==> src/rtl/mem_arbiter_pkg.sv <==
// Shared encodings for the two-requester unified-memory arbiter.
// Imported by the arbiter top and its round-robin selector.
package mem_arbiter_pkg;

    localparam int WORD_W = 32;

    typedef enum logic {
        IDLE,
        ACCESS
    } state_t;

    typedef enum logic {
        OWNER_IF,
        OWNER_DM
    } owner_t;

endpackage

==> src/rtl/mem_arbiter_rr.sv <==
// Two-way round-robin pick between fetch and data requests.
// On contention the requester that did not own the last access wins.
module rr_select_2
    import mem_arbiter_pkg::*;
(
    input  logic if_req,
    input  logic dm_req,
    input  logic last_owner,
    output logic pick_if,
    output logic pick_dm
);

    logic last_if;

    assign last_if = (last_owner == logic'(OWNER_IF));
    assign pick_dm = dm_req && (!if_req || last_if);
    assign pick_if = if_req && (!dm_req || !last_if);

endmodule

==> src/rtl/mem_arbiter.sv <==
// Shares one single-port memory between fetch and load/store paths,
// with fair alternation, registered done pulses and an ack timeout.
module mem_arbiter
    import mem_arbiter_pkg::*;
#(
    parameter int TIMEOUT_CYCLES = 16,
    parameter int ADDR_WIDTH     = 32
) (
    input  logic                  clk,
    input  logic                  reset,
    input  logic                  if_req,
    input  logic [ADDR_WIDTH-1:0] if_addr,
    output logic                  if_gnt,
    output logic                  if_done,
    input  logic                  dm_req,
    input  logic                  dm_we,
    input  logic [ADDR_WIDTH-1:0] dm_addr,
    input  logic [WORD_W-1:0]     dm_wdata,
    output logic                  dm_gnt,
    output logic                  dm_done,
    output logic [WORD_W-1:0]     rdata,
    output logic                  mem_en,
    output logic                  mem_we,
    output logic [ADDR_WIDTH-1:0] mem_addr,
    output logic [WORD_W-1:0]     mem_wdata,
    input  logic [WORD_W-1:0]     mem_rdata,
    input  logic                  mem_ack,
    output logic                  timeout_err
);

    localparam int CW = (TIMEOUT_CYCLES > 1) ? $clog2(TIMEOUT_CYCLES) : 1;

    state_t        state;
    owner_t        owner;
    owner_t        last_owner;
    logic [CW-1:0] cnt;
    logic          pick_if;
    logic          pick_dm;
    logic          idle;
    logic          expire;

    rr_select_2 u_sel (
        .if_req     (if_req),
        .dm_req     (dm_req),
        .last_owner (last_owner),
        .pick_if    (pick_if),
        .pick_dm    (pick_dm)
    );

    assign idle   = (state == IDLE);
    assign if_gnt = reset && idle && pick_if;
    assign dm_gnt = reset && idle && pick_dm;
    assign mem_en = (state == ACCESS);

    // Expiry is judged on the last allowed cycle so ACCESS lasts exactly
    // TIMEOUT_CYCLES cycles; an ack in that same cycle still completes.
    assign expire = (TIMEOUT_CYCLES != 0) &&
                    (cnt == CW'(TIMEOUT_CYCLES - 1));

    always_ff @(posedge clk or negedge reset) begin
        if (!reset) begin
            state       <= IDLE;
            owner       <= OWNER_IF;
            last_owner  <= OWNER_IF;
            cnt         <= '0;
            mem_we      <= 1'b0;
            mem_addr    <= '0;
            mem_wdata   <= '0;
            rdata       <= '0;
            if_done     <= 1'b0;
            dm_done     <= 1'b0;
            timeout_err <= 1'b0;
        end else begin
            if_done     <= 1'b0;
            dm_done     <= 1'b0;
            timeout_err <= 1'b0;
            unique case (state)
                IDLE: begin
                    if (pick_if || pick_dm) begin
                        state      <= ACCESS;
                        cnt        <= '0;
                        owner      <= pick_dm ? OWNER_DM : OWNER_IF;
                        last_owner <= pick_dm ? OWNER_DM : OWNER_IF;
                        mem_we     <= pick_dm && dm_we;
                        mem_addr   <= pick_dm ? dm_addr : if_addr;
                        mem_wdata  <= pick_dm ? dm_wdata : '0;
                    end
                end
                ACCESS: begin
                    if (mem_ack || expire) begin
                        state       <= IDLE;
                        cnt         <= '0;
                        rdata       <= (mem_ack && !mem_we) ? mem_rdata : '0;
                        if_done     <= (owner == OWNER_IF);
                        dm_done     <= (owner == OWNER_DM);
                        timeout_err <= !mem_ack;
                    end else begin
                        cnt <= cnt + 1'b1;
                    end
                end
                default: state <= IDLE;
            endcase
        end
    end

endmodule

==> config.mk <==
export PLATFORM = sky130hd
export DESIGN_NAME = mem_arbiter
export DESIGN_NICKNAME = d
export VERILOG_FILES = /design/src/rtl/mem_arbiter_pkg.sv /design/src/rtl/mem_arbiter_rr.sv /design/src/rtl/mem_arbiter.sv
export SDC_FILE = /design/constraint.sdc
export NUM_CORES = 1
export LEC_CHECK = 0
export CORE_MARGIN = 1.5
export CORE_UTILIZATION = 35
export CTS_CLUSTER_SIZE = 28
export DETAILED_ROUTE_END_ITERATION = 6
export GPL_TIMING_DRIVEN = 0
export PLACE_DENSITY_LB_ADDON = 0.2
export SLEW_MARGIN = 20
export SYNTH_ARGS = -nofsm -noshare
export SYNTH_HDL_FRONTEND = slang
export SYNTH_SLANG_ARGS = --single-unit
==> constraint.sdc <==
create_clock -name clk -period 1.5 [get_ports clk]
set_input_delay 0.225 -clock clk [delete_from_list [all_inputs] [get_ports clk]]
set_output_delay 0.225 -clock clk [all_outputs]
set_load 0.005 [all_outputs]
==> results_tabular.tex <==
\begin{tabular}{lr}
\hline
Metric & Value \\
\hline
\multicolumn{2}{l}{\textbf{Outcome}} \\
Status & complete, but fails checks \\
Violations in the final reports & design-rule violations, negative hold slack, negative setup slack \\
\multicolumn{2}{l}{\textbf{Placement}} \\
DPL Wire Length & 9270 µm \\
RD Place Congestion & 0.807 \\
\# placed instances & 742 \\
Worst setup slack before clock tree synthesis & -0.914 ns \\
Port buffer count & 236 \\
\multicolumn{2}{l}{\textbf{Setup path}} \\
Biggest fanout along the worst timing path & 8 \\
Slack of the worst reg-to-reg path & 0.03 ns \\
Type of destination of the critical path & output port \\
Worst flop-to-flop path endpoint & rdata[23]\$\_DFFE\_PN0P\_ \\
CP required & 1.27 ns \\
Depth of the most critical reg-to-reg path & 6 \\
Data arrival at the endpoint of the critical path & 1.29 ns \\
Critical register-to-register path startpoint & cnt[1]\$\_DFFE\_PN0P\_ \\
Category of the critical setup timing path & reg -> out \\
Type of origin of the critical path & register \\
\multicolumn{2}{l}{\textbf{Synthesis}} \\
Count of state elements after synthesis & 106 \\
Synthesized area per cell & 11.6 µm² \\
Number of nets produced by synthesis & 497 \\
Post-synth top area cell & sky130\_fd\_sc\_hd\_\_dfrtp\_1 \\
Fraction of the yosys area taken by sequential cells & 63.3\% \\
Count of yosys warnings during synthesis & 0 \\
Leading post-synthesis cells by cell area & sky130\_fd\_sc\_hd\_\_dfrtp\_1 (63\%), sky130\_fd\_sc\_hd\_\_a22o\_1 (14\%), sky130\_fd\_sc\_hd\_\_a21oi\_1 (7.8\%), sky130\_fd\_sc\_hd\_\_nand2\_1 (3.1\%), sky130\_fd\_sc\_hd\_\_nor2\_1 (3.1\%) \\
Number of instances in the synthesized netlist & 362 \\
Synthesized cell area & 4190 µm² \\
Fraction of synthesis flops using an asynchronous set or reset pin & 100\% \\
Netlist cell types & 31 \\
Count of flip-flops with a built-in enable after synthesis & 0 \\
Post-synth top flop & sky130\_fd\_sc\_hd\_\_dfrtp\_1 \\
Synth top area share & 63.3\% \\
\multicolumn{2}{l}{\textbf{Timing}} \\
Count of pins over their slew limit & 0 \\
Least setup slack across all paths after layout & -0.0127 ns \\
Setup-violating endpoint count in the final report & 1 \\
WHS & -0.212 ns \\
Sum Neg Setup Slack & -0.0127 ns \\
Post-route clock period utilization & 101\% \\
Worst slew slack as a fraction of its limit & 71.4\% \\
Shortest period the worst path allows & 1.51 ns \\
Clock Skew & 0.00896 ns \\
Final hold viol count & 38 \\
Actual transition at the worst max-transition pin & 0.428 ns \\
Unrepaired setup endpoints after global routing & true \\
Peak clock frequency supported by timing & 0.661 GHz \\
\multicolumn{2}{l}{\textbf{Die}} \\
Total core area & 11600 µm² \\
I/O pin cnt & 237 \\
Number of rows in the core area & 39 \\
Die area & 12600 µm² \\
Die W & 112 µm \\
Initial Utilization & 36.2\% \\
Die Span Y & 112 µm \\
\multicolumn{2}{l}{\textbf{Min path}} \\
Hold Path Class & in -> async \\
\multicolumn{2}{l}{\textbf{Drt}} \\
Iter 0 DRT Violations & 270 \\
Number of vias after detailed routing & 3830 \\
Number of nets still failing antenna checks after routing & 0 \\
Routed wirelength normalized by instance count & 16.7 µm \\
Final wirelength & 12900 µm \\
Vias per std cell & 4.95 \\
Final routed DRC violation total & 19 \\
First-pass iteration count of the detailed router & 7 \\
\multicolumn{2}{l}{\textbf{Cells and area}} \\
Proportion of layout cells with a drive suffix above 1 & 11.3\% \\
Commonest cells after routing, fill and taps aside & sky130\_fd\_sc\_hd\_\_clkdlybuf4s50\_1 (228), sky130\_fd\_sc\_hd\_\_dfrtp\_1 (106), sky130\_fd\_sc\_hd\_\_a21oi\_1 (65), sky130\_fd\_sc\_hd\_\_a22o\_1 (65) \\
Post-route core utilization & 63.1\% \\
Final cell count without fillers & 774 \\
Area growth from synthesis to layout & 74.3\% \\
Total of fill cells in the finished design & 967 \\
Antenna fix cells & 0 \\
Most common cell after layout, fill and taps aside & sky130\_fd\_sc\_hd\_\_clkdlybuf4s50\_1 \\
Final \#Nets & 761 \\
\multicolumn{2}{l}{\textbf{Global routing}} \\
Initial antenna violation count & 0 \\
Global-route wire length before repair & 20200 µm \\
Grt total ovfl & 0 \\
All-layer global routing usage & 20.4\% \\
Largest net degree at the start of global routing & 41 \\
Number of global-route vias before repair & 3824 \\
\multicolumn{2}{l}{\textbf{Clock network}} \\
CTS H-Tree Depth & 3 \\
Number of buffers created by CTS & 9 \\
Clock sink count & 106 \\
CTS clk-pin slew, worst paths & 0.07 ns \\
Clock latency of the later-clocked register in the worst-skew pair & 0.34 ns \\
CTS tree & built \\
Root Buffer & sky130\_fd\_sc\_hd\_\_clkbuf\_16 \\
Longest Clk Path Bufs & 2 \\
\multicolumn{2}{l}{\textbf{Pwr}} \\
Power per standard cell area & 1230 nW/µm² \\
VDD IR-drop max & 0.000740 V \\
Leakage power summed over all cells & 3.23 nW \\
\multicolumn{2}{l}{\textbf{Run}} \\
Maximum Capacitance Violations & 0 \\
\hline
\end{tabular}
[state kept, by name (all words and copies together) (netlist names)]
signal / cells
cnt: 4
dm_done: 1
if_done: 1
last_owner: 1
mem_addr: 32
mem_en: 1
mem_wdata: 32
mem_we: 1
rdata: 32
timeout_err: 1
[layer usage]
| metal | vias up | track usage, % | wire length (µm) |
|---|---|---|---|
| li1 | 1829 | - | - |
| met1 | 1827 | 26.1 | 5490 |
| met2 | 162 | 34.5 | 6310 |
| met5 | - | 0 | 0 |
| met4 | 0 | 6.84 | 170 |
| met3 | 12 | 4.37 | 943 |
[critical path, stage by stage, from the launching register on]
cell                      delay, ns
sky130_fd_sc_hd__dfrtp_1       0.40
sky130_fd_sc_hd__buf_6         0.13
sky130_fd_sc_hd__buf_8         0.12
sky130_fd_sc_hd__nor3b_2       0.16
sky130_fd_sc_hd__buf_2         0.14
[power breakdown]
group	total, mW	switching [mW]	internal [mW]	leakage (nW)
combinational	2.76	0.970	1.79	1.76
clock	2.49	1.02	1.47	0.157
sequential	3.76	0.331	3.43	1.31
total	9.01	2.33	6.69	3.23
[stage by stage]
stage | total power, mW | instance area (µm²)
after global routing | 9.49 | 7300
final | 9.01 | 7300
after floorplan | 4.65 | 4190
after CTS | 9.09 | 7230
after global placement | 6.41 | 6730
after detailed placement | 6.47 | 6760
[cell type report]
| cell class | instances | area [µm²] | area share (%) |
|---|---|---|---|
| clock buffers | 10 | 229 | 3.14 |
| multi-input cells | 226 | 1400 | 19.2 |
| inverters | 2 | 7.51 | 0.103 |
| plain buffers | 26 | 181 | 2.49 |
| clock inverters | 6 | 87.6 | 1.20 |
| flip-flops and latches | 106 | 2650 | 36.3 |
| well taps | 143 | 179 | 2.45 |
| repair buffers | 255 | 2560 | 35.1 |
[synth_stat cells (all sizes together), types with 2 or more instances]
library cell,instances
a22o,65
o21ai,4
dfrtp,106
nand2,35
buf,27
inv,2
nor3b,2
nor2,37
nor2b,2
a21oi,65
nand3,2
[worst max-delay path by stage]
stage	from	to	slack, ns	depth (start not counted)
after CTS	last_owner$_DFFE_PN0P_	dm_gnt	-0.07	4
after floorplan	cnt[0]$_DFFE_PN0P_	rdata[10]$_DFFE_PN0P_	0.05	5
after global routing	mem_en$_DFF_PN0_	dm_gnt	-0.07	4
after detailed placement	dm_req	dm_gnt	-0.91	6
final	mem_en$_DFF_PN0_	dm_gnt	-0.01	4
after global placement	reset	if_gnt	-3.94	4
[cells by family (layout without fill, tap and decap cells)]
| group | count (synthesis) | after routing | synth area share (%) |
|---|---|---|---|
| adder cells (fa/ha/maj) | 1 | 1 | 0.299 |
| AND/OR/NAND/NOR | 83 | 83 | 8.55 |
| AO/OA/AOI/OAI | 142 | 142 | 23.6 |
| buffers and inverters | 30 | 299 | 4.24 |
| flip-flops | 106 | 106 | 63.3 |
[what timing repair did]
item	CTS	global route
resized for setup	23	15
pin swaps	2	8
cloned	4	0
setup buffers	9	7
hold endpoints to repair	38	38
endpoints found under the setup margin	84	83
No activity file was read; power rests on OpenSTA's default activity.
